**src/rtl/fifo_ctrl.sv**
```systemverilog
// fifo_ctrl: control stage of the 8-entry FIFO. Holds state/head/tail/count,
// closes the pointer loop with the address calculator, decodes status flags.
//
// Ports:
//   clk, reset                 clock, async active-high reset
//   wr_en, rd_en               user requests, sampled at rising clk
//   next_head, next_tail       calculator results, registered every edge
//   next_data_count            calculator occupancy after the current op
//   state, head, tail          registered state/pointers to calculator
//   data_count                 registered occupancy 0..8
//   full, empty                occupancy decodes
//   wr_ack, wr_err             write accepted / refused strobes
//   rd_ack, rd_err             read accepted / refused strobes
module fifo_ctrl (
    input  logic       clk,
    input  logic       reset,
    input  logic       wr_en,
    input  logic       rd_en,
    input  logic [2:0] next_head,
    input  logic [2:0] next_tail,
    input  logic [3:0] next_data_count,
    output logic [2:0] state,
    output logic [2:0] head,
    output logic [2:0] tail,
    output logic [3:0] data_count,
    output logic       full,
    output logic       empty,
    output logic       wr_ack,
    output logic       wr_err,
    output logic       rd_ack,
    output logic       rd_err
);

    // Encoding is shared with the address calculator.
    typedef enum logic [2:0] {
        INIT   = 3'b000,
        WRITE  = 3'b001,
        WR_ERR = 3'b010,
        NO_OP  = 3'b011,
        READ   = 3'b100,
        RD_ERR = 3'b101
    } state_t;

    state_t     cs;
    state_t     ns;
    logic [2:0] head_q;
    logic [2:0] tail_q;
    logic [3:0] cnt_q;

    // Decisions use next_data_count so a request sees the occupancy
    // including the operation currently in flight. The current state does
    // not enter the decision, so stray encodings recover on the next edge.
    always_comb begin
        ns = NO_OP;
        case (1'b1)
            wr_en && !rd_en:
                ns = (next_data_count == 4'd8) ? WR_ERR : WRITE;
            rd_en && !wr_en:
                ns = (next_data_count == 4'd0) ? RD_ERR : READ;
            default:
                ns = NO_OP;
        endcase
    end

    always_ff @(posedge clk or posedge reset) begin
        if (reset) begin
            cs     <= INIT;
            head_q <= 3'd0;
            tail_q <= 3'd0;
            cnt_q  <= 4'd0;
        end else begin
            cs     <= ns;
            head_q <= next_head;
            tail_q <= next_tail;
            cnt_q  <= next_data_count;
        end
    end

    assign state      = cs;
    assign head       = head_q;
    assign tail       = tail_q;
    assign data_count = cnt_q;

    // Pure decodes of registers: no path from wr_en/rd_en to outputs.
    assign full   = (cnt_q == 4'd8);
    assign empty  = (cnt_q == 4'd0);
    assign wr_ack = (cs == WRITE);
    assign wr_err = (cs == WR_ERR);
    assign rd_ack = (cs == READ);
    assign rd_err = (cs == RD_ERR);

endmodule
```
**config.mk**
```make
export PLATFORM = sky130hd
export DESIGN_NAME = fifo_ctrl
export DESIGN_NICKNAME = d
export VERILOG_FILES = /design/src/rtl/fifo_ctrl.sv
export SDC_FILE = /design/constraint.sdc
export NUM_CORES = 1
export LEC_CHECK = 0
export ABC_AREA = 1
export BUFFER_PORTS_ARGS = -buffer_cell sky130_fd_sc_hd__buf_4
export CAP_MARGIN = 5
export CORE_AREA = 4 4 41 43
export CTS_BUF_LIST = sky130_fd_sc_hd__clkbuf_2
export DETAILED_ROUTE_END_ITERATION = 12
export DIE_AREA = 0 0 45 47
export GPL_TIMING_DRIVEN = 0
export PLACE_DENSITY = 0.69
export SYNTH_ARGS = -nofsm -noshare
export SYNTH_HDL_FRONTEND = slang
export SYNTH_SLANG_ARGS = --single-unit
```
**constraint.sdc**
```tcl
create_clock -name clk -period 1 [get_ports clk]
set_clock_uncertainty 0.2 [all_clocks]
set_input_delay 0.05 -clock clk [delete_from_list [all_inputs] [get_ports clk]]
set_output_delay 0.05 -clock clk [all_outputs]
set_load 0.03 [all_outputs]
```
==> results.ini <==
[setup_path]
cp.required_ns=0.75
critical_path_buf_inv_count=1
crit_chain=or2_4, nor3_4, buf_6
end_kind=output pin
crit_slowest_cell=dfrtp_2
path_max_fanout=2
slowest_delay_ns=0.42
startpoint_type=flop
path_class=reg -> out
crit_family=simple AND/OR/NAND/NOR gates
arrival_ns=1.29

[power]
p_clk_frac=0.214
leakage_uw=0.000509
swShare=0.292
switchingPower_uw=347
ir_worst_vdd_v=0.00119
power_frac_comb=0.287
seq_power_share=0.499
p_int_uw=842
p_per_area_nw_per_um2=1120

[logic_synthesis]
yosysSeqAreaShare=0.743
netlist_instances=38
synth_fp_nets=52
synth_cell_types=9
syn_area_per_cell_um2=11.5
synth_area_um2=438
synth.ff_latch_count=13
yosysWarnings=0

[place]
pre_cts_slack_ns=-0.259
gp_congestion=0.628
hpwl_um=849
port_buffers=32

[floorplanning]
core_area_um2=1300
initial_core_util=0.337
die_h_um=47
ios=33
die_x_um=45
rows=13
fp.dieArea_um2=2120

[timing]
final-hold-violation-count=2
period_needed_ns=1.54
finalSetupTns_ns=-4.28
max_freq_mhz=648
fin_ws_ns=-0.544
setup_viol=21
worst_slew_pin_slew_ns=0.276
fin_crit_sh=1.54
drv_slew=0
fin_hold_ws_ns=-0.0880
rsz0062_at_grt=yes
slew_headroom=0.816

[global_routing]
grt_antenna_before_repair=0
grt_pass1_wl_um=2050
grt_pass1_vias=484
grt_usage=0.141
grt-ovfl-total=0
grt_max_degree=14

[final_layout]
multi_input_area_um2=163
insertedDiodeCount=0
layout_commonest_cell=buf_6
areaGrowthSynthToFinish_pct=141
final-seq-area_um2=333
layout-drive-gt1-share=0.663
fillers=75
mostFrequentLayoutCells=buf_6 (22), buf_4 (16), dlygate4sd3_1 (12)
finalNetCount=107

[route]
wl_per_cell_um=12.4
drc=0
drtPass1Iterations=4
num_vias=455
wl_um=1330
ant_nets=0
first_iter_violations=5
viasPerCell=4.25

[clocking]
clkSlewWorstSetupHoldPaths_ns=0.11
cts-root-buf=clkbuf_2
numClockSinks=13
htree_levels=1
cts_buffer_depth=2
cts_tree=built
cts_buffers=3

[flow_run]
max_cap_viol_count=0

[hold_path]
hold_path_class=in -> reg

[run_status]
violations=negative hold slack, negative setup slack
status=finished with violations

[routing by layer]
layer | vias to the layer above | global-route usage | wire [um]
met2 | 19 | 0.260 | 763
met5 | - | 0 | 0
met1 | 211 | 0.155 | 471
met4 | 0 | 0.0175 | 0
met3 | 0 | 0.0613 | 98
li1 | 225 | - | -
[through the flow]
step	instances	area, um2	utilization	total power (uW)
after floorplan	38	515	-	731
after global placement	85	774	0.595	839
after detailed placement	85	774	0.595	844
after CTS	105	1030	0.788	1190
after global routing	107	1060	0.813	1270
final	107	1060	0.813	1190
[cell families (layout without fill, tap and decap cells)]
family,count (synthesis),count (layout),synth area share
buffers and inverters,7,61,0.0600
AOI/OAI and AO/OA,1,1,0.0114
and+or+nand+nor,17,17,0.186
DFF,13,13,0.743
[synthesized netlist by cell type]
master,n,area share
nand2_1,4,0.034
nor3b_2,1,0.029
inv_1,7,0.060
o21ai_0,1,0.011
nand3_1,1,0.011
nor3_1,4,0.046
or2_1,1,0.014
dfrtp_1,13,0.74
nor2_1,6,0.051
[state kept, by name (all words and copies together) (netlist names)]
| register | count |
|---|---|
| head | 3 |
| tail | 3 |
| state | 3 |
| data_count | 4 |
[final timing paths]
path	slack, ns	end	from	depth (start not counted)
setup / recovery	-0.54	empty	data_count[0]	3
hold / removal	-0.09	state[0]	rd_en	5
max in group asynchronous	0.26	state[2]	reset	3
min in group asynchronous	0.13	head[2]	reset	3
[layout make-up]
class,instances,area share
sequential,13,0.315
timing repair buffer,50,0.462
tap,15,0.0178
clock buffer,4,0.0189
multi-input combinational,18,0.154
inverter,7,0.0331
[what timing repair did]
item,in CTS,in global routing
gates resized for setup,22,5
pin swaps,6,5
setup buffers,3,3
endpoints found under the hold margin,26,7
setup endpoints to repair,19,29
hold buffers,13,5
[power groups by stage]
stage	clock, uW	sequential [uW]	combinational, uW
floorplan	0	655	75.1
global placement	0	597	242
detailed placement	0	598	246
CTS	272	592	324
global route	309	597	363
finish	255	593	341
No activity file was read; power rests on OpenSTA's default activity.
